<file path="src/rtl/ofm_writeback_pkg.sv">
// Shared accelerator definitions: default element geometry, layer types and
// the output-writeback FSM state encoding.
package ofm_writeback_pkg;

    localparam int unsigned ACC_DATA_W = 8;
    localparam int unsigned ACC_LANES  = 4;

    localparam logic [1:0] CONVOL = 2'd0;
    localparam logic [1:0] FULLY  = 2'd1;
    localparam logic [1:0] POOL   = 2'd2;

    typedef enum logic [1:0] {
        IDLE  = 2'd0,
        PACK  = 2'd1,
        DRAIN = 2'd2,
        DONE  = 2'd3
    } wb_state_t;

endpackage

</file>
<file path="src/rtl/ofm_writeback_wb_fifo.sv">
// Packed-word FIFO with registered full flag and a registered head-of-queue
// output, so a pushed word appears on rvalid/rdata the following cycle.
module wb_fifo #(
    parameter int unsigned WIDTH = 33,
    parameter int unsigned DEPTH = 4
) (
    input  logic             clk,
    input  logic             rst_n,
    input  logic             push,
    input  logic [WIDTH-1:0] wdata,
    input  logic             pop,
    output logic             full_nxt_c,
    output logic             rvalid,
    output logic [WIDTH-1:0] rdata
);
    localparam int unsigned AW = (DEPTH > 1) ? $clog2(DEPTH) : 1;
    localparam int unsigned CW = AW + 1;

    logic [WIDTH-1:0] mem [DEPTH];
    logic [AW-1:0]    wr_ptr;
    logic [AW-1:0]    rd_ptr;
    logic [AW-1:0]    rd_ptr_nxt;
    logic [CW-1:0]    count;
    logic [CW-1:0]    count_nxt;
    logic             full;
    logic             push_ok;
    logic             pop_ok;
    logic [WIDTH-1:0] head_nxt;

    // Next head: the word being written bypasses the array when it lands at the new read pointer.
    always_comb begin
        push_ok    = push && !full;
        pop_ok     = pop && rvalid;
        rd_ptr_nxt = pop_ok ? rd_ptr + AW'(1) : rd_ptr;
        count_nxt  = count + CW'(push_ok) - CW'(pop_ok);
        full_nxt_c = (count_nxt == CW'(DEPTH));
        if (count_nxt == '0) begin
            head_nxt = '0;
        end else if (push_ok && (wr_ptr == rd_ptr_nxt)) begin
            head_nxt = wdata;
        end else begin
            head_nxt = mem[rd_ptr_nxt];
        end
    end

    always_ff @(posedge clk or posedge rst_n) begin
        if (rst_n) begin
            wr_ptr <= '0;
            rd_ptr <= '0;
            count  <= '0;
            full   <= 1'b0;
            rvalid <= 1'b0;
            rdata  <= '0;
        end else begin
            if (push_ok) begin
                wr_ptr <= wr_ptr + AW'(1);
            end
            rd_ptr <= rd_ptr_nxt;
            count  <= count_nxt;
            full   <= full_nxt_c;
            rvalid <= (count_nxt != '0);
            rdata  <= head_nxt;
        end
    end

    always_ff @(posedge clk) begin
        if (push_ok) begin
            mem[wr_ptr] <= wdata;
        end
    end

endmodule

</file>
<file path="src/rtl/ofm_writeback.sv">
// Output feature-map writeback: packs signed elements LANES per word, lane 0
// in the LSBs, and streams the words through a small FIFO to memory.
module ofm_writeback
    import ofm_writeback_pkg::*;
#(
    parameter int unsigned DATA_W     = ACC_DATA_W,
    parameter int unsigned LANES      = ACC_LANES,
    parameter int unsigned FIFO_DEPTH = 4,
    parameter int unsigned CNT_W      = 16
) (
    input  logic                      clk,
    input  logic                      rst_n,
    input  logic                      start,
    input  logic [CNT_W-1:0]          ofm_count,
    input  logic                      in_valid,
    input  logic [DATA_W-1:0]         in_data,
    output logic                      in_ready,
    output logic                      out_valid,
    output logic [DATA_W*LANES-1:0]   out_data,
    output logic                      out_last,
    input  logic                      out_ready,
    output logic                      busy,
    output logic                      done
);
    localparam int unsigned WORD_W = DATA_W * LANES;
    localparam int unsigned LW     = (LANES > 1) ? $clog2(LANES) : 1;

    wb_state_t          state;
    wb_state_t          state_nxt;
    logic [CNT_W-1:0]   remaining;
    logic [LW-1:0]      lane;
    logic [WORD_W-1:0]  acc;
    logic [WORD_W-1:0]  word_c;
    logic               accept_c;
    logic               last_elem_c;
    logic               push_c;
    logic               pop_c;
    logic               fifo_full_nxt;
    logic [WORD_W:0]    fifo_rdata;

    assign accept_c    = in_valid && in_ready;
    assign last_elem_c = accept_c && (remaining == CNT_W'(1));
    assign push_c      = accept_c && (last_elem_c || (lane == LW'(LANES - 1)));
    assign pop_c       = out_valid && out_ready;

    // Merge the incoming element into its lane; lanes not yet filled stay zero.
    always_comb begin
        word_c = acc;
        for (int unsigned k = 0; k < LANES; k++) begin
            if (lane == LW'(k)) begin
                word_c[k*DATA_W +: DATA_W] = in_data;
            end
        end
    end

    always_comb begin
        state_nxt = state;
        case (state)
            IDLE: begin
                if (start) begin
                    state_nxt = (ofm_count == '0) ? DONE : PACK;
                end
            end
            PACK: begin
                if (last_elem_c) begin
                    state_nxt = DRAIN;
                end
            end
            DRAIN: begin
                if (pop_c && out_last) begin
                    state_nxt = DONE;
                end
            end
            DONE:    state_nxt = IDLE;
            default: state_nxt = IDLE;
        endcase
    end

    always_ff @(posedge clk or posedge rst_n) begin
        if (rst_n) begin
            state <= IDLE;
        end else begin
            state <= state_nxt;
        end
    end

    // Element counter, lane packing and status flags registered from next state.
    always_ff @(posedge clk or posedge rst_n) begin
        if (rst_n) begin
            remaining <= '0;
            lane      <= '0;
            acc       <= '0;
            in_ready  <= 1'b0;
            busy      <= 1'b0;
            done      <= 1'b0;
        end else begin
            if ((state == IDLE) && start) begin
                remaining <= ofm_count;
            end else if (accept_c) begin
                remaining <= remaining - CNT_W'(1);
            end
            if (push_c) begin
                lane <= '0;
                acc  <= '0;
            end else if (accept_c) begin
                lane <= lane + LW'(1);
                acc  <= word_c;
            end
            in_ready <= (state_nxt == PACK) && !fifo_full_nxt;
            busy     <= (state_nxt == PACK) || (state_nxt == DRAIN);
            done     <= (state_nxt == DONE);
        end
    end

    wb_fifo #(
        .WIDTH (WORD_W + 1),
        .DEPTH (FIFO_DEPTH)
    ) u_fifo (
        .clk        (clk),
        .rst_n      (rst_n),
        .push       (push_c),
        .wdata      ({last_elem_c, word_c}),
        .pop        (pop_c),
        .full_nxt_c (fifo_full_nxt),
        .rvalid     (out_valid),
        .rdata      (fifo_rdata)
    );

    assign out_data = fifo_rdata[WORD_W-1:0];
    assign out_last = fifo_rdata[WORD_W];

endmodule

</file>
<file path="config.mk">
export PLATFORM = sky130hd
export DESIGN_NAME = ofm_writeback
export DESIGN_NICKNAME = d
export VERILOG_FILES = /design/src/rtl/ofm_writeback_pkg.sv /design/src/rtl/ofm_writeback_wb_fifo.sv /design/src/rtl/ofm_writeback.sv
export SDC_FILE = /design/constraint.sdc
export NUM_CORES = 1
export LEC_CHECK = 0
export CAP_MARGIN = 0
export CORE_UTILIZATION = 63
export CTS_BUF_LIST = sky130_fd_sc_hd__clkbuf_16
export DETAILED_ROUTE_END_ITERATION = 6
export PLACE_DENSITY = 0.93
export SETUP_SLACK_MARGIN = 0.02
export SYNTH_ARGS = -nofsm -noshare
export SYNTH_HDL_FRONTEND = slang
export SYNTH_HIERARCHICAL = 1
export SYNTH_SLANG_ARGS = --single-unit
</file>
<file path="constraint.sdc">
create_clock -name clk -period 7.4 [get_ports clk]
set_input_delay 1.11 -clock clk [delete_from_list [all_inputs] [get_ports clk]]
set_output_delay 1.11 -clock clk [all_outputs]
set_load 0.05 [all_outputs]
</file>
==> metrics.yaml, run 1 <==
clkSlewWorstSetupHoldPaths_ps: 60
ctsHoldBuffers: 0
antenna_found_initial: 0
vias: 6433
gp_congestion: 0.834
critPathKind: "register to register"
outcome: "finished, final reports clean"
synth_area_um2: 9860
cts_tree: "yes"
die_h_um: 127
whs_path_depth: 1
drc_errors: 0
synth_simple_gate_area_share_pct: 6.75
grt-ovfl-total: 0
clkLatencyLatePin_ps: 510
cp.arrival_ps: 5910
finalClockSkew_ps: 17.5
io_buffer_count: 65
relSlewSlack_pct: 21.1
final_cell_area_um2: 11400
cap_violations: 0
fin_nets: 799
synthArstFlopShare_pct: 42.4
rsz0062_at_grt: "no"
die_w_um: 127
synth_seq_cells: 229
p_per_area_nw_per_um2: 450
slew_violations: 0
worstMarginPinSlew_ps: 1180
row_count: 45
syn_avg_cell_area_um2: 14.1
grt_start_max_net_pins: 56
clockRootBuffer: "clkbuf_16"
antennaDiodeCount: 0
cts_max_level: 1
max-vdd-ir-drop_mv: 0.254
min_path_type: "register to register"
die-area_um2: 16200
hold_violations: 0
worst-r2r-cell-count: 16
dp_slack_ps: 1780
synthAdderAreaFrac_pct: 1.98
drtAntennaViolNets: 0
p_leak_nw: 4.36
wl_per_cell_um: 24.2
synth-compound-area-share_pct: 11.2
dp_hpwl_mm: 13.3
cts_setup_buffers: 0
io_pins: 66
areaGrowthSynthToFinish_pct: 15.6
core_um2: 15300
grt_usage_pct: 30.6
synth_warnings: 6
start_util_pct: 64.6
setup_ws_ps: 1920
synth.yosys.seq_area_share_pct: 64.8
grt_pass1_wl_mm: 36.9
cp-end-kind: "register"
cp_max_fo: 35
fin_crit_ps: 5480
drive_gt1_share_pct: 12.4
place_area_um2: 10700
routed_wl_mm: 23.8
via_per_inst: 6.54
grt_pass1_vias: 6777
p_total_mw: 5.13
cts_buffers: 23
setup_viol: 0
synth_cells: 697
drtIter0Drc: 659
yosysUniqueCellTypes: 53
clockBufferDepth: 3
period_share_pct: 74.1
fmax_mhz: 182
synth_enable_flop_cells: 132
muxShareOfSynthArea_pct: 10.7
cts_sinks: 229
synthFlopType: "edfxtp_1"
synth_fp_nets: 741
ctsResizeCount: 0
synth-xor-area-share_pct: 1.66
dr.pass1.iters: 7
required_ps: 7820
critPathLaunchType: "register"
synth_top_family_by_area: "compound AO/OA/AOI/OAI gates"
finalSetupTns_ps: 0
-- cell type report --
type	count	area [µm²]
sequential	229	6390
fill	869	3860
multi-input combinational	407	3210
timing repair buffer	79	756
clock buffer	23	576
tap	211	264
clock inverter	19	145
inverter	15	56.3
-- registers in the layout, summed over array words and instances, names as in the netlist --
signal	flops
u_fifo/mem	132
u_fifo/rdata	33
acc	32
remaining	16
u_fifo/count	3
lane	2
state	2
u_fifo/rd_ptr	2
u_fifo/wr_ptr	2
busy	1
done	1
in_ready	1
u_fifo/full	1
u_fifo/rvalid	1
-- synth_stat cells (14+ instances only) --
master / number / area [µm²]
a22o_1: 25 / 219
clkbuf_1: 30 / 113
dfrtp_1: 97 / 2430
edfxtp_1: 132 / 3960
ha_1: 14 / 175
inv_1: 15 / 56.3
mux2_2: 34 / 383
mux2i_1: 67 / 671
nand2_1: 53 / 199
o2111ai_1: 33 / 289
o21ai_0: 39 / 195
o21bai_1: 33 / 248
-- power by group --
| group | switching, mW | internal (mW) | total, mW |
|---|---|---|---|
| Combinational | 1.37 | 0.751 | 2.12 |
| Clock | 0.483 | 0.637 | 1.12 |
| Sequential | 0.175 | 1.72 | 1.90 |
-- path summary, 6_finish.rpt --
path	startpoint	to	slack [ps]
hold / removal	acc[7]	acc[7]	510
setup / recovery	remaining[1]	u_fifo/rdata[13]	1920
hold reg to reg	acc[7]	acc[7]	510
max in group asynchronous	rst_n	u_fifo/rd_ptr[1]	5450
setup reg to reg	remaining[1]	u_fifo/rdata[13]	1920
min in group asynchronous	rst_n	busy	1190
-- per-layer routing --
| layer | GRT usage [%] | share of wire [%] | vias up |
|---|---|---|---|
| li1 | - | - | 2751 |
| met1 | 38.2 | 37 | 3207 |
| met2 | 52.3 | 51 | 397 |
| met3 | 4.82 | 8.3 | 78 |
| met4 | 15.6 | 4.3 | 0 |
| met5 | 0 | 0 | - |
-- logic make-up (layout without fill, tap and decap cells) --
| family | after synthesis | in the layout |
|---|---|---|
| DFF | 229 | 229 |
| AOI/OAI and AO/OA | 152 | 152 |
| and+or+nand+nor | 122 | 122 |
| muxes | 101 | 101 |
| buffers and inverters | 61 | 136 |
| xor gates and xnor gates | 17 | 17 |
| adders and majority gates | 15 | 15 |
-- worst max-delay path, cell delays in order, from the launching register on --
cell and delay [ps]:
dfrtp_1 410, inv_1 90, ha_1 140, nor4b_1 370, a41oi_1 230, nor2_1 630, nor2b_1 570, inv_1 140
ha_1 320, inv_1 50, ha_1 200, fa_1 390, xor3_1 440, nand2_2 530, buf_4 470, o2111ai_1 200
mux2i_1 200
-- per-stage QoR --
stage | hold WS [ps] | cells | utilization (%)
floorplan | 460 | 697 | -
global placement | 480 | 941 | 70.0
detailed placement | 485 | 941 | 70.0
CTS | 511 | 983 | 74.7
global route | 526 | 983 | 74.7
finish | 513 | 983 | 74.7
-- placed cells by master (no fill, tap or decap), types with 3 or more instances in the layout --
master           synthesis  final
nand4_1                  3      3
buf_4                    1     14
nor2b_1                 13     13
mux2i_1                 67     67
nor2_1                   6      6
nor4_1                   9      9
nor3_1                   5      5
nand2b_1                 3      3
xor2_1                   6      6
nand2_1                 53     52
o2111ai_1               33     33
clkinv_1                 0      6
o21bai_1                33     33
clkdlybuf4s50_1          0     65
o21ai_0                 39     39
dfrtp_1                 97     96
xnor2_1                 10     10
and3_1                   3      3
clkinv_2                 0      6
edfxtp_1               132    132
and2_1                   6      6
inv_1                   15     15
a22o_1                  25     25
ha_1                    14     14
mux2_2                  34     34
nand3_1                  4      4
o21ai_1                 10     10
clkbuf_16                0     23
Power figures use the tool's default switching activity.
==> run 2: changes to the inputs <==
- CORE_UTILIZATION: 63 -> 53
- PLACE_DENSITY: 0.93 -> 0.85
- clock period: 7.4 -> 4.77 ns (I/O delays scaled with it)
==> metrics.yaml, run 2 (synthesis gave the netlist of run 1 again) <==
largest_register_ffs: 132
grt-ovfl-total: 0
antenna_found_initial: 0
cts_sinks: 229
setup_viol: 0
die_w_um: 138
min_path_type: "register to register"
drtIter0Drc: 550
violations: "DRC"
crit_start: "remaining[1]"
final_util_pct: 63.9
io_buffer_count: 65
cts_tree: "yes"
drive_gt1_share_pct: 12.6
dr.pass1.iters: 7
core_um2: 18100
final_cell_mix: "edfxtp_1 (132), dfrtp_1 (96), mux2i_1 (67)"
fmax_mhz: 251
clockRootBuffer: "clkbuf_16"
drtAntennaViolNets: 0
critPathLaunchType: "register"
required_ps: 5200
max-vdd-ir-drop_mv: 0.370
worstMarginPinSlew_ps: 1090
dp_hpwl_mm: 13.0
die_h_um: 138
die-area_um2: 19200
cts_buffers: 24
start_util_pct: 54.5
multi_input_comb_area_um2: 3210
finalSetupTns_ps: 0
drc_errors: 6
wl_per_cell_um: 22.1
gp_congestion: 0.845
grt_pass1_vias: 6580
finalClockSkew_ps: 13.0
cp.arrival_ps: 4420
p_leak_nw: 4.44
grt_usage_pct: 24.0
final_cell_area_um2: 11600
cts_max_level: 1
slew_violations: 0
clkSlewWorstSetupHoldPaths_ps: 60
reg_top3: "u_fifo/mem x132, u_fifo/rdata x33, acc x32"
routed_wl_mm: 22.2
p_per_area_nw_per_um2: 696
worst-r2r-cell-count: 16
row_count: 49
regMostFlops: "u_fifo/mem"
areaGrowthSynthToFinish_pct: 17.2
fin_nets: 803
cap_violations: 0
via_per_inst: 6.12
fin_crit_ps: 3990
period_share_pct: 83.6
nFillCells: 1225
grt_pass1_wl_mm: 35.8
antennaDiodeCount: 0
worstReg2RegStart: "remaining[1]"
outcome: "complete, but fails checks"
final_common_cell: "edfxtp_1"
hold_violations: 0
cp-endpoint: "u_fifo/rdata[20]"
grt_start_max_net_pins: 56
cp-end-kind: "register"
ctsResizeCount: 0
ctsHoldBuffers: 0
rsz0062_at_grt: "no"
clkLatencyLatePin_ps: 520
r2r_end: "u_fifo/rdata[20]"
cts_setup_buffers: 0
cp_max_fo: 41
r2r_slack_ps: 780
relSlewSlack_pct: 27.5
regArea_um2: 6390
place_area_um2: 10700
vias: 6152
io_pins: 66
clockBufferDepth: 3
critPathKind: "register to register"
==> run 2: changes by cell type in the layout (fill, tap and decap cells not counted), sizes merged <==
cell / before / now
clkinvlp: 1 / 0
bufinv: 2 / 4
clkbuf: 23 / 25
inv: 18 / 21
clkinv: 13 / 9
buf: 14 / 17
==> run 2: report_power, final <==
part           leakage, nW  switching, mW  total, mW  internal, mW
Combinational         1.63           2.03       3.21          1.18
Sequential            2.39          0.267       2.94          2.67
Clock                0.420          0.737       1.90          1.16
Total                 4.44           3.03       8.04          5.01
==> run 2: per-stage QoR <==
step / setup WS [ps] / cells / power, mW / hold slack (ps)
final: 781 / 1006 / 8.04 / 502
after global routing: 471 / 1006 / 8.44 / 528
after CTS: 830 / 1006 / 8.05 / 504
after detailed placement: 712 / 962 / 6.12 / 487
after global placement: 866 / 962 / 5.97 / 480
after floorplan: 891 / 697 / 5.19 / 460
==> run 2: critical path, cell delays in order (launching register included) <==
cell and delay (ps):
dfrtp_1 400, inv_1 90, ha_1 150, nor4b_1 380, a41oi_1 230, nor2_1 200
nor2b_1 200, inv_1 60, ha_1 280, inv_1 40, ha_1 190, fa_1 390
xor3_1 430, nand2_2 90, buf_4 380, o2111ai_1 210, mux2i_1 170
==> run 2: worst min-delay path by stage <==
| stage | startpoint | endpoint | slack (ps) | depth (start not counted) |
|---|---|---|---|---|
| finish | acc[10] | acc[10] | 500 | 1 |
| global route | acc[17] | acc[17] | 530 | 1 |
| CTS | acc[17] | acc[17] | 500 | 1 |
| detailed placement | acc[17] | acc[17] | 490 | 1 |
| global placement | acc[29] | acc[29] | 480 | 1 |
| floorplan | acc[24] | acc[24] | 460 | 1 |
==> run 2: metal layers <==
metal  up-vias  track usage [%]  share of wire, %
met5         -                0                 0
met2       213             41.9                51
met3        49             3.60               5.2
li1       2757                -                 -
met4         0             9.76               2.7
met1      3133             30.3                41
==> run 2: area by class of cell <==
class,count,area share [%]
clock buffers,25,5.41
well taps,229,2.48
multi-input cells,407,27.8
flip-flops and latches,229,55.3
repair buffers,82,6.95
inverters,15,0.487
clock inverters,19,1.57
==> run 3: changes to the inputs <==
- CORE_UTILIZATION: 53 -> 59
- PLACE_DENSITY: 0.85 -> 0.89
- clock period: 4.77 -> 3.9 ns (I/O delays scaled with it)
==> metrics.yaml, run 3 (synthesis gave the netlist of run 1 again) <==
outcome: "finished, final reports clean"
cap_violations: 0
cts_sinks: 229
intPower_mw: 5.98
areaGrowthSynthToFinish_pct: 16.9
wl_per_cell_um: 22.6
critPathMaxStageDelay_ps: 420
regMostFlops: "u_fifo/mem"
start_util_pct: 61.2
setup_viol: 0
finalClockSkew_ps: 21.3
whs_path_depth: 1
p_comb_share_pct: 40.9
cp.arrival_ps: 4110
drtIter0Drc: 684
antennaDiodeCount: 0
cp_cell_sequence: "inv_1 > ha_1 > nor4b_2 > a41oi_1 > nor2_1 > nor2b_1 > inv_1 > ha_1 > inv_1 > ha_1 > fa_1 > xor3_1 > nand2_2 > buf_12 > o2111ai_1 > mux2i_1"
clockRootBuffer: "clkbuf_16"
timing.critical_path.buf_inv: 4
core_um2: 16100
reg_top3: "u_fifo/mem x132, u_fifo/rdata x33, acc x32"
dp_hpwl_mm: 13.0
p_seq_share_pct: 37.6
slew_violations: 0
max-vdd-ir-drop_mv: 0.555
fin_crit_ps: 3690
cp-end-kind: "register"
final_common_cell: "edfxtp_1"
grt_pass1_vias: 6820
die_h_um: 131
p_sw_mw: 3.73
io_buffer_count: 65
largest_register_ffs: 132
drive_gt1_share_pct: 12.8
rsz0062_at_grt: "no"
switching_share_pct: 38.4
drtAntennaViolNets: 0
r2r_end: "u_fifo/rdata[1]"
hold_end: "acc[17]"
row_count: 46
cts_buffers: 24
routed_wl_mm: 22.5
clockBufferDepth: 3
final_util_pct: 71.5
worstMarginPinSlew_ps: 1120
place_area_um2: 10800
hold_violations: 0
worstReg2RegStart: "remaining[1]"
cp_max_fo: 67
ctsHoldBuffers: 0
p_leak_nw: 4.45
critPathLaunchType: "register"
cts_tree: "yes"
final_cell_area_um2: 11500
die-area_um2: 17200
fmax_mhz: 271
clkSlewWorstSetupHoldPaths_ps: 60
pwr-share-clk_pct: 21.6
finalSetupTns_ps: 0
critPathKind: "register to register"
cts_max_level: 1
slowest_stage: "xor3_1"
p_per_area_nw_per_um2: 842
nFillCells: 982
grt-ovfl-total: 0
required_ps: 4320
clkLatencyLatePin_ps: 510
antenna_found_initial: 0
drc_errors: 0
vias: 6381
die_w_um: 131
hold_path.startpoint: "acc[17]"
grt_usage_pct: 26.8
grt_start_max_net_pins: 68
worst-r2r-cell-count: 16
min_path_type: "register to register"
final_cell_mix: "edfxtp_1 (132), dfrtp_1 (96), mux2i_1 (67)"
period_share_pct: 94.7
io_pins: 66
dr.pass1.iters: 5
gp_congestion: 0.873
relSlewSlack_pct: 25.5
grt_pass1_wl_mm: 35.9
via_per_inst: 6.41
path_delay_family: "adder cells"
fin_nets: 806
hold_ws_ps: 508
r2r_slack_ps: 210
-- run 3: changes by cell type in the layout (fill, tap and decap cells not counted) --
| cell | change |
|---|---|
| bufinv_16 | -3 |
| inv_1 | +3 |
| nor4b_2 | +1 |
| nor4b_1 | -1 |
| buf_12 | +3 |
| clkinv_2 | +1 |
| clkinv_1 | -1 |
-- run 3: worst max path at each step --
stage	start	to	slack, ps	depth (start not counted)
detailed placement	in_valid	u_fifo/rdata[12]	90	14
global placement	in_valid	u_fifo/rdata[1]	250	14
finish	remaining[1]	u_fifo/rdata[1]	210	16
global route	remaining[1]	u_fifo/rdata[30]	20	16
CTS	remaining[1]	u_fifo/rdata[25]	130	16
floorplan	remaining[1]	u_fifo/rdata[10]	20	18
-- run 3: area by class of cell --
class                      count  area [µm²]  share of cell area [%]
multi-input combinational    407        3210                    27.9
clock buffer                  25         626                    5.43
timing repair buffer          85         863                    7.49
tap                          216         270                    2.34
clock inverter                19         104                   0.901
sequential                   229        6390                    55.5
inverter                      15        56.3                   0.488
-- run 3: routing by layer --
metal  part of all wire, %  wire length, µm  vias to the layer above  track usage (%)
li1                      -                -                     2762                -
met4                   4.2              936                        0             12.7
met1                    37             8290                     3151             32.2
met2                    51            11500                      391             47.9
met5                     0                0                        -                0
met3                   7.7             1730                       77             3.40
-- run 3: power by group through the flow --
stage          registers, mW  clock network (mW)  logic [mW]
3_5_place_dp            3.67                   0        3.89
3_3_place_gp            3.64                   0        3.68
2_1_floorplan           4.18                   0        2.16
4_1_cts                 3.64                2.12        3.94
5_1_grt                 3.69                2.21        4.24
6_report                3.65                2.09        3.97
-- run 3: timing repair --
action                                 CTS  global route
endpoints found under the hold margin    0             0
resized for setup                        0             1
setup endpoints to repair                0            33
buffers inserted                         0             0
-- run 3: per-stage QoR --
step           setup WS [ps]  total power, mW  std cells
6_report                 207             9.71        996
5_1_grt                 18.5             10.1        996
4_1_cts                  129             9.70        996
3_5_place_dp            94.8             7.56        952
3_3_place_gp             250             7.31        952
2_1_floorplan           21.3             6.35        697
